==> config.mk <==
export PLATFORM = sky130hd
export DESIGN_NAME = mem_port_arbiter
export DESIGN_NICKNAME = d
export VERILOG_FILES = /design/src/rtl/mem_arb_pkg.sv /design/src/rtl/arb_timeout_ctr.sv /design/src/rtl/mem_port_arbiter.sv
export SDC_FILE = /design/constraint.sdc
export NUM_CORES = 1
export LEC_CHECK = 0
export BUFFER_PORTS_ARGS = -buffer_cell sky130_fd_sc_hd__buf_2
export CAP_MARGIN = 25
export CORE_MARGIN = 1
export CORE_UTILIZATION = 40
export CTS_CLUSTER_DIAMETER = 100
export DETAILED_ROUTE_END_ITERATION = 16
export PLACE_DENSITY = 0.74
export SLEW_MARGIN = 20
export SYNTH_ARGS = -nofsm -noshare
export SYNTH_HDL_FRONTEND = slang
export SYNTH_HIERARCHICAL = 1
export SYNTH_SLANG_ARGS = --single-unit
==> constraint.sdc <==
create_clock -name i_clk -period 1.5 [get_ports i_clk]
set_clock_uncertainty 0.05 [all_clocks]
set_input_delay 0.3 -clock i_clk [delete_from_list [all_inputs] [get_ports i_clk]]
set_output_delay 0.3 -clock i_clk [all_outputs]
set_load 0.01 [all_outputs]
==> src/rtl/mem_arb_pkg.sv <==
// Shared types and defaults for the instruction/data memory port arbiter.
package mem_arb_pkg;

  typedef enum logic [1:0] {
    StIdle,
    StBusyIf,
    StBusyDm,
    StResp
  } arb_state_e;

  typedef enum logic {
    SRC_IF,
    SRC_DM
  } arb_src_e;

  localparam int unsigned DefaultTimeout = 255;

endpackage

==> src/rtl/arb_timeout_ctr.sv <==
// Busy-cycle counter for the arbiter; flags the last allowed busy cycle.
module arb_timeout_ctr
  import mem_arb_pkg::*;
#(
  parameter int unsigned TIMEOUT = DefaultTimeout
) (
  input  logic i_clk,
  input  logic i_rst,
  input  logic i_busy,
  output logic o_expired
);

  localparam int unsigned CntW = $clog2(TIMEOUT + 1);

  logic [CntW-1:0] cnt_q, cnt_d;

  // Held at zero outside busy, so every access starts counting from zero.
  always_comb begin
    cnt_d = '0;
    if (i_busy) begin
      cnt_d = cnt_q + CntW'(1);
    end
  end

  always_ff @(posedge i_clk or negedge i_rst) begin
    if (!i_rst) begin
      cnt_q <= '0;
    end else begin
      cnt_q <= cnt_d;
    end
  end

  assign o_expired = i_busy && (cnt_q == CntW'(TIMEOUT - 1));

endmodule

==> src/rtl/mem_port_arbiter.sv <==
// Shares one memory bus between fetch and data ports, data first; stalls the pipeline meanwhile.
// Optional busy timeout abort is enabled by defining ARB_TIMEOUT_EN.
module mem_port_arbiter
  import mem_arb_pkg::*;
#(
  parameter int unsigned ADDR_W  = 32,
  parameter int unsigned DATA_W  = 32,
  parameter int unsigned TIMEOUT = DefaultTimeout
) (
  input  logic                i_clk,
  input  logic                i_rst,
  input  logic                i_if_req,
  input  logic [ADDR_W-1:0]   i_if_addr,
  output logic                o_if_ack,
  output logic [DATA_W-1:0]   o_if_rdata,
  input  logic                i_dm_req,
  input  logic                i_dm_we,
  input  logic [DATA_W/8-1:0] i_dm_wstrb,
  input  logic [ADDR_W-1:0]   i_dm_addr,
  input  logic [DATA_W-1:0]   i_dm_wdata,
  output logic                o_dm_ack,
  output logic [DATA_W-1:0]   o_dm_rdata,
  output logic                o_mem_req,
  output logic                o_mem_we,
  output logic [DATA_W/8-1:0] o_mem_wstrb,
  output logic [ADDR_W-1:0]   o_mem_addr,
  output logic [DATA_W-1:0]   o_mem_wdata,
  input  logic                i_mem_ack,
  input  logic [DATA_W-1:0]   i_mem_rdata,
  output logic                o_stall,
  output logic                o_bus_err
);

  localparam int unsigned StrbW = DATA_W / 8;

  arb_state_e state_q, state_d;
  arb_src_e   grant;

  logic              mem_req_q, mem_req_d;
  logic              mem_we_q, mem_we_d;
  logic [StrbW-1:0]  mem_wstrb_q, mem_wstrb_d;
  logic [ADDR_W-1:0] mem_addr_q, mem_addr_d;
  logic [DATA_W-1:0] mem_wdata_q, mem_wdata_d;
  logic              if_ack_q, if_ack_d;
  logic              dm_ack_q, dm_ack_d;
  logic [DATA_W-1:0] if_rdata_q, if_rdata_d;
  logic [DATA_W-1:0] dm_rdata_q, dm_rdata_d;
  logic              bus_err_q, bus_err_d;
  logic [DATA_W-1:0] rsp_data;
  logic              busy;
  logic              timeout_hit;

  assign busy = (state_q == StBusyIf) || (state_q == StBusyDm);

`ifdef ARB_TIMEOUT_EN
  arb_timeout_ctr #(
    .TIMEOUT(TIMEOUT)
  ) u_timeout_ctr (
    .i_clk    (i_clk),
    .i_rst    (i_rst),
    .i_busy   (busy),
    .o_expired(timeout_hit)
  );
`else
  assign timeout_hit = 1'b0;
`endif

  always_comb begin
    state_d     = state_q;
    grant       = i_dm_req ? SRC_DM : SRC_IF;
    mem_req_d   = mem_req_q;
    mem_we_d    = mem_we_q;
    mem_wstrb_d = mem_wstrb_q;
    mem_addr_d  = mem_addr_q;
    mem_wdata_d = mem_wdata_q;
    if_ack_d    = 1'b0;
    dm_ack_d    = 1'b0;
    if_rdata_d  = if_rdata_q;
    dm_rdata_d  = dm_rdata_q;
    bus_err_d   = 1'b0;
    // Stores and aborted accesses return zero.
    rsp_data    = (i_mem_ack && !mem_we_q) ? i_mem_rdata : '0;

    unique case (state_q)
      StIdle: begin
        if (i_dm_req || i_if_req) begin
          mem_req_d = 1'b1;
          if (grant == SRC_DM) begin
            state_d     = StBusyDm;
            mem_we_d    = i_dm_we;
            mem_wstrb_d = i_dm_wstrb;
            mem_addr_d  = i_dm_addr;
            mem_wdata_d = i_dm_wdata;
          end else begin
            state_d     = StBusyIf;
            mem_we_d    = 1'b0;
            mem_wstrb_d = '0;
            mem_addr_d  = i_if_addr;
            mem_wdata_d = '0;
          end
        end
      end
      StBusyIf, StBusyDm: begin
        if (i_mem_ack || timeout_hit) begin
          state_d   = StResp;
          mem_req_d = 1'b0;
          bus_err_d = !i_mem_ack;
          if (state_q == StBusyDm) begin
            dm_ack_d   = 1'b1;
            dm_rdata_d = rsp_data;
          end else begin
            if_ack_d   = 1'b1;
            if_rdata_d = rsp_data;
          end
        end
      end
      StResp: begin
        state_d = StIdle;
      end
      default: begin
        state_d = StIdle;
      end
    endcase
  end

  always_ff @(posedge i_clk or negedge i_rst) begin
    if (!i_rst) begin
      state_q     <= StIdle;
      mem_req_q   <= 1'b0;
      mem_we_q    <= 1'b0;
      mem_wstrb_q <= '0;
      mem_addr_q  <= '0;
      mem_wdata_q <= '0;
      if_ack_q    <= 1'b0;
      dm_ack_q    <= 1'b0;
      if_rdata_q  <= '0;
      dm_rdata_q  <= '0;
      bus_err_q   <= 1'b0;
    end else begin
      state_q     <= state_d;
      mem_req_q   <= mem_req_d;
      mem_we_q    <= mem_we_d;
      mem_wstrb_q <= mem_wstrb_d;
      mem_addr_q  <= mem_addr_d;
      mem_wdata_q <= mem_wdata_d;
      if_ack_q    <= if_ack_d;
      dm_ack_q    <= dm_ack_d;
      if_rdata_q  <= if_rdata_d;
      dm_rdata_q  <= dm_rdata_d;
      bus_err_q   <= bus_err_d;
    end
  end

  assign o_mem_req   = mem_req_q;
  assign o_mem_we    = mem_we_q;
  assign o_mem_wstrb = mem_wstrb_q;
  assign o_mem_addr  = mem_addr_q;
  assign o_mem_wdata = mem_wdata_q;
  assign o_if_ack    = if_ack_q;
  assign o_if_rdata  = if_rdata_q;
  assign o_dm_ack    = dm_ack_q;
  assign o_dm_rdata  = dm_rdata_q;
  assign o_bus_err   = bus_err_q;

  assign o_stall = (i_if_req & ~if_ack_q) | (i_dm_req & ~dm_ack_q);

endmodule

### After elaboration in Yosys (flattened, before gate mapping)

Cells that the tools add are included.

| cells by class | value |
|---|---|
| equality and inequality tests | 5 |
| muxes and demuxes | 21 |
| bitwise operators | 6 |
| reductions and logical operators | 12 |

Operators by type and width:

| operator | count |
|---|---|
| 32-bit 2-to-1 mux | 3 |
| 1-bit 2-to-1 mux | 12 |
| 3-bit AND reduction | 3 |
| 2-bit 2-to-1 mux | 3 |
| 2-bit one-hot mux with 3 select lines | 1 |
| 2-bit equality test (second input constant) | 2 |
| 4-bit 2-to-1 mux | 1 |
| 2-bit inequality test (second input constant) | 2 |
| 2-bit AND reduction | 2 |
| 1-bit NOT | 3 |
| 1-bit bitwise AND | 2 |
| 2-bit by 1-bit equality test with 1-bit output (second input constant) | 1 |
| 1-bit zero test | 2 |
| 2-bit zero test | 1 |
| 1-bit one-hot mux with 2 select lines | 1 |
| 2-bit nonzero test | 1 |
| 2-bit OR reduction | 1 |
| 1-bit logical AND | 1 |
| 1-bit logical OR | 1 |
| 1-bit bitwise OR | 1 |

| storage, ports and cells | value |
|---|---|
| flip-flop bits (word level) | 139 |
| output and inout port bits | 138 |

### Longest topological paths before layout

| logic depth | value |
|---|---|
| depth after elaboration | 4 |
| gate-level depth with buffers | 7 |

### Worst setup path before layout

Ideal clock, no wire load.

| timing path | value |
|---|---|
| path kind | register to register |
| from | reg state_q[0] |
| to | reg state_q[0] |
| arrival | 1.334 ns |
| data required time | 1.325 ns |
| path slack | -0.009 ns |
| cell stages (with the launch flop) | 6 |
| buffers on the path | 0 |
| clock period less this slack | 1.509 ns |
| cell sequence | dfrtp_1 inv_1 ha_1 nor2b_1 a21oi_1 mux2_2 |

| between the ends | value |
|---|---|
| longest elaborated chain between the ends | 4 |
| elaborated cells between the ends (all ways) | 9 |
| classes of those cells | eq/ne (5); mux (1); reduce/logical (3) |

RTL lines:

| element | line | text |
|---|---|---|
| start: declaration | mem_port_arbiter.sv:36 | `arb_state_e state_q, state_d;` |
| start signal: assignment | mem_port_arbiter.sv:128 | `state_q <= StIdle;` |
| start signal: assignment | mem_port_arbiter.sv:140 | `state_q <= state_d;` |
| 2-bit by 1-bit equality test with 1-bit output / 2-bit equality test (equally long branches) | mem_port_arbiter.sv:84 | `unique case (state_q)` |
| 2-bit OR reduction | mem_port_arbiter.sv:84 |  |
| 2-bit inequality test (no line) | - |  |
| 2-bit AND reduction (no line) | - |  |

Several ways; a longest one is shown, not always the timed one.
A chain may end at the register's enable or synchronous reset.

### Final worst setup path

| timing path | value |
|---|---|
| from | reg state_q[1] |
| to | reg state_q[1] |

The elaborated chain is that of the path after synthesis.

==> results by group <==
Clock network
  – Root buf cell: clkbuf_16
  – CTS Buf Count: 17
  – Clk buf depth: 2
  – TritonCTS clock tree: built
  – Clock latency on the worst-skew pair: 0.40 ns
  – Clk slew on worst S/H paths: 0.06 ns
  – # clock sinks: 138
  – H-tree Lvls: 4

Power and ir drop
  – IR drop worst, VDD: 1.07 mV
  – Overall power: 17.4 mW
  – Logic pwr share: 39.8%
  – Switching share of power: 34.6%
  – Pint: 11.4 mW
  – Sequential power share: 35.4%
  – PwrDens: 2140 mW/mm^2
  – Leakage: 4.39 nW
  – Clock network power share: 24.8%
  – NetSw: 6.01 mW

GRT
  – Largest net degree at the start of global routing: 66
  – Initial antenna violation count: 1
  – GRT Residual Overflow: 0
  – GRT Overall Usage: 19.8%
  – First-pass GRT wire length: 22.3 mm
  – Vias in the first global route: 4413

Cells and area
  – Finished layout cell area: 0.00813 mm^2
  – Area growth from synthesis to layout: 42.8%
  – # fillers: 1225
  – Nets: 955
  – Share of cells above drive strength 1: 41.5%
  – Core Util, Final: 58.6%

Critical path
  – Cell count of the worst reg-to-reg path: 5
  – R2R Path End: state_q[1]
  – Critical path type: flip-flop to flip-flop
  – Reg2reg start: state_q[1]
  – Startpoint Class: flip-flop
  – Worst EP arrival: 1.70 ns
  – CP Data Required Time: 1.74 ns
  – Crit. End Element: flip-flop
  – Reg2reg setup slack: 0.04 ns
  – Worst-path fanout max: 3

Synthesis
  – Post-synth cell types: 25
  – Yosys synthesis warning count: 6
  – Seq/Total Area, Yosys: 60.6%
  – Mapped Cells: 533
  – Mean area per synthesized cell: 10.7 um^2
  – Synthesized cell area: 0.00569 mm^2
  – FF+latch count, synth: 138
  – Net Count, Synth: 674

Route
  – Drt wl/cell: 14.8 um
  – Met2 WL: 7.40 mm
  – 1st-pass router iterations: 4
  – DR top layer: met4
  – Post-Route M1 WL: 6.21 mm
  – Post-route DRC: 0
  – Via Count: 4772
  – Vias per std cell: 4.73
  – ANT nets after route: 0
  – Post-Route WL: 14.9 mm
  – DRT iter0 DRCs: 164
  – Metal3 WL: 977 um

Floorplan
  – Placement Rows: 43
  – Top Ports: 276
  – Area of the die: 0.0147 mm^2
  – Chip height: 121 um
  – Die Width: 121 um
  – Core ar.: 0.0139 mm^2
  – Starting Density: 41.0%

Hold path
  – Hold depth: 2
  – Worst Hold Class: input port to flip-flop
  – Min-delay src: i_dm_wdata[26]
  – Worst hold endpoint: o_mem_wdata[26]

Outcome
  – Status: finished, final reports clean

Placement
  – Dpl cell area: 0.00735 mm^2
  – Final HPWL DP: 10.4 mm
  – Global placement routability congestion: 0.752
  – Input/output buffers: 274
  – Dpl ws: -0.0773 ns

Timing
  – Hold_ws: 0.0593 ns
  – Setup-failing EPs final: 0
  – Final period util: 97.4%
  – Final min period: 1.46 ns
  – Slew Viols, Final: 0
  – Peak Freq: 0.684 GHz
  – Setup ws final: 0.0384 ns
  – Final hold violations: 0

Job
  – Max-Cap Viols: 0
worst max-delay path by stage:
stage | depth (start not counted) | end | slack [ns] | from
6_report | 5 | state_q[1] | 0.04 | state_q[1]
5_1_grt | 6 | state_q[1] | -0.02 | state_q[1]
4_1_cts | 2 | o_mem_we | 0.009 | o_mem_we
3_5_place_dp | 5 | state_q[1] | -0.08 | state_q[0]
3_3_place_gp | 5 | state_q[0] | -0.03 | state_q[0]
2_1_floorplan | 5 | state_q[0] | 0.006 | state_q[0]
Yosys cell counts:
library cell	count	share of area, %
nand2_1	129	8.5
o21ai_2	1	0.15
a22o_1	37	5.7
o22ai_1	1	0.11
conb_1	1	0.066
a21boi_0	1	0.13
ha_1	3	0.66
o21ai_1	10	0.88
nor2_1	1	0.066
a21oi_1	2	0.18
inv_1	8	0.53
clkbuf_4	3	0.40
nand3b_1	1	0.13
buf_6	4	0.79
mux2_2	2	0.40
dfrtp_1	138	61
o21ai_0	88	7.7
clkbuf_1	9	0.59
buf_4	10	1.3
nand2b_1	33	3.6
and2_1	1	0.11
nor2b_1	2	0.22
o21bai_1	1	0.13
mux2i_1	32	5.6
buf_2	15	1.3
area by class of cell:
| cell class | instances | area (um^2) | area share (%) |
|---|---|---|---|
| Timing Repair Buffer | 303 | 1780 | 21.8 |
| Antenna cell | 1 | 2.50 | 0.0308 |
| Multi-Input combinational cell | 346 | 2020 | 24.8 |
| Clock buffer | 26 | 519 | 6.38 |
| Sequential cell | 138 | 3450 | 42.5 |
| Inverter | 8 | 30.0 | 0.369 |
| Clock inverter | 6 | 108 | 1.32 |
| Tap cell | 180 | 225 | 2.77 |
layout by cell type, fill, tap and decap left out, types with 2 or more instances in the layout:
master,netlist,routed
buf_12,0,10
buf_2,15,273
buf_4,10,11
clkbuf_16,0,19
nand2b_1,33,33
mux2i_1,32,32
o21ai_0,88,86
inv_2,0,2
mux2_4,0,2
clkbuf_1,9,3
buf_6,4,6
o21ai_1,10,12
clkinv_2,0,2
dfrtp_1,138,138
nand2_1,129,128
clkbuf_8,0,6
a22o_1,37,37
bufinv_16,0,3
inv_1,8,6
power by group through the flow:
stage / combinational [mW] / clock, mW / sequential (mW)
finish: 6.92 / 4.31 / 6.16
global route: 7.65 / 4.59 / 6.37
CTS: 6.48 / 4.42 / 6.16
detailed placement: 6.45 / 0 / 6.19
global placement: 6.30 / 0 / 6.14
floorplan: 2.89 / 0 / 6.94
worst max-delay path, cell delays in order, from the launching register on:
cell     delay, ns
dfrtp_1       0.41
inv_2         0.09
ha_4          0.21
nor2b_4       0.13
a21oi_4       0.14
mux2_4        0.31
timing repair:
action	CTS	global route
endpoints found under the hold margin	36	0
pin swaps	0	1
setup buffers	1	3
resized for setup	3	12
endpoints found under the setup margin	3	35
cloned	0	4
hold buffers	1	0
layer usage:
metal,vias up,GRT usage (%)
li1,2352,-
met1,2236,23.4
met2,162,33.2
met3,22,5.87
met4,0,8.49
met5,-,0
kinds of logic after synthesis:
group	synth area share, %
adders and majority gates	0.659
muxes	6.02
buffers and inverters	4.94
other	0.0659
DFF	60.6
AOI/OAI and AO/OA	15.0
and+or+nand+nor	12.7
flip-flops by register name (all words and copies together), names as in the netlist:
signal and flops:
o_mem_wdata 32, o_mem_req 1, state_q 2, o_if_ack 1
o_mem_wstrb 4, o_mem_addr 32, o_dm_ack 1, o_if_rdata 32
o_dm_rdata 32, o_mem_we 1
per-stage QoR:
stage	instances	setup TNS [ns]
final	1008	0
after floorplan	533	0
after detailed placement	966	-0.149
after global routing	1008	-0.154
after CTS	1000	0
after global placement	966	-0.0543
No activity file was read; power rests on OpenSTA's default activity.
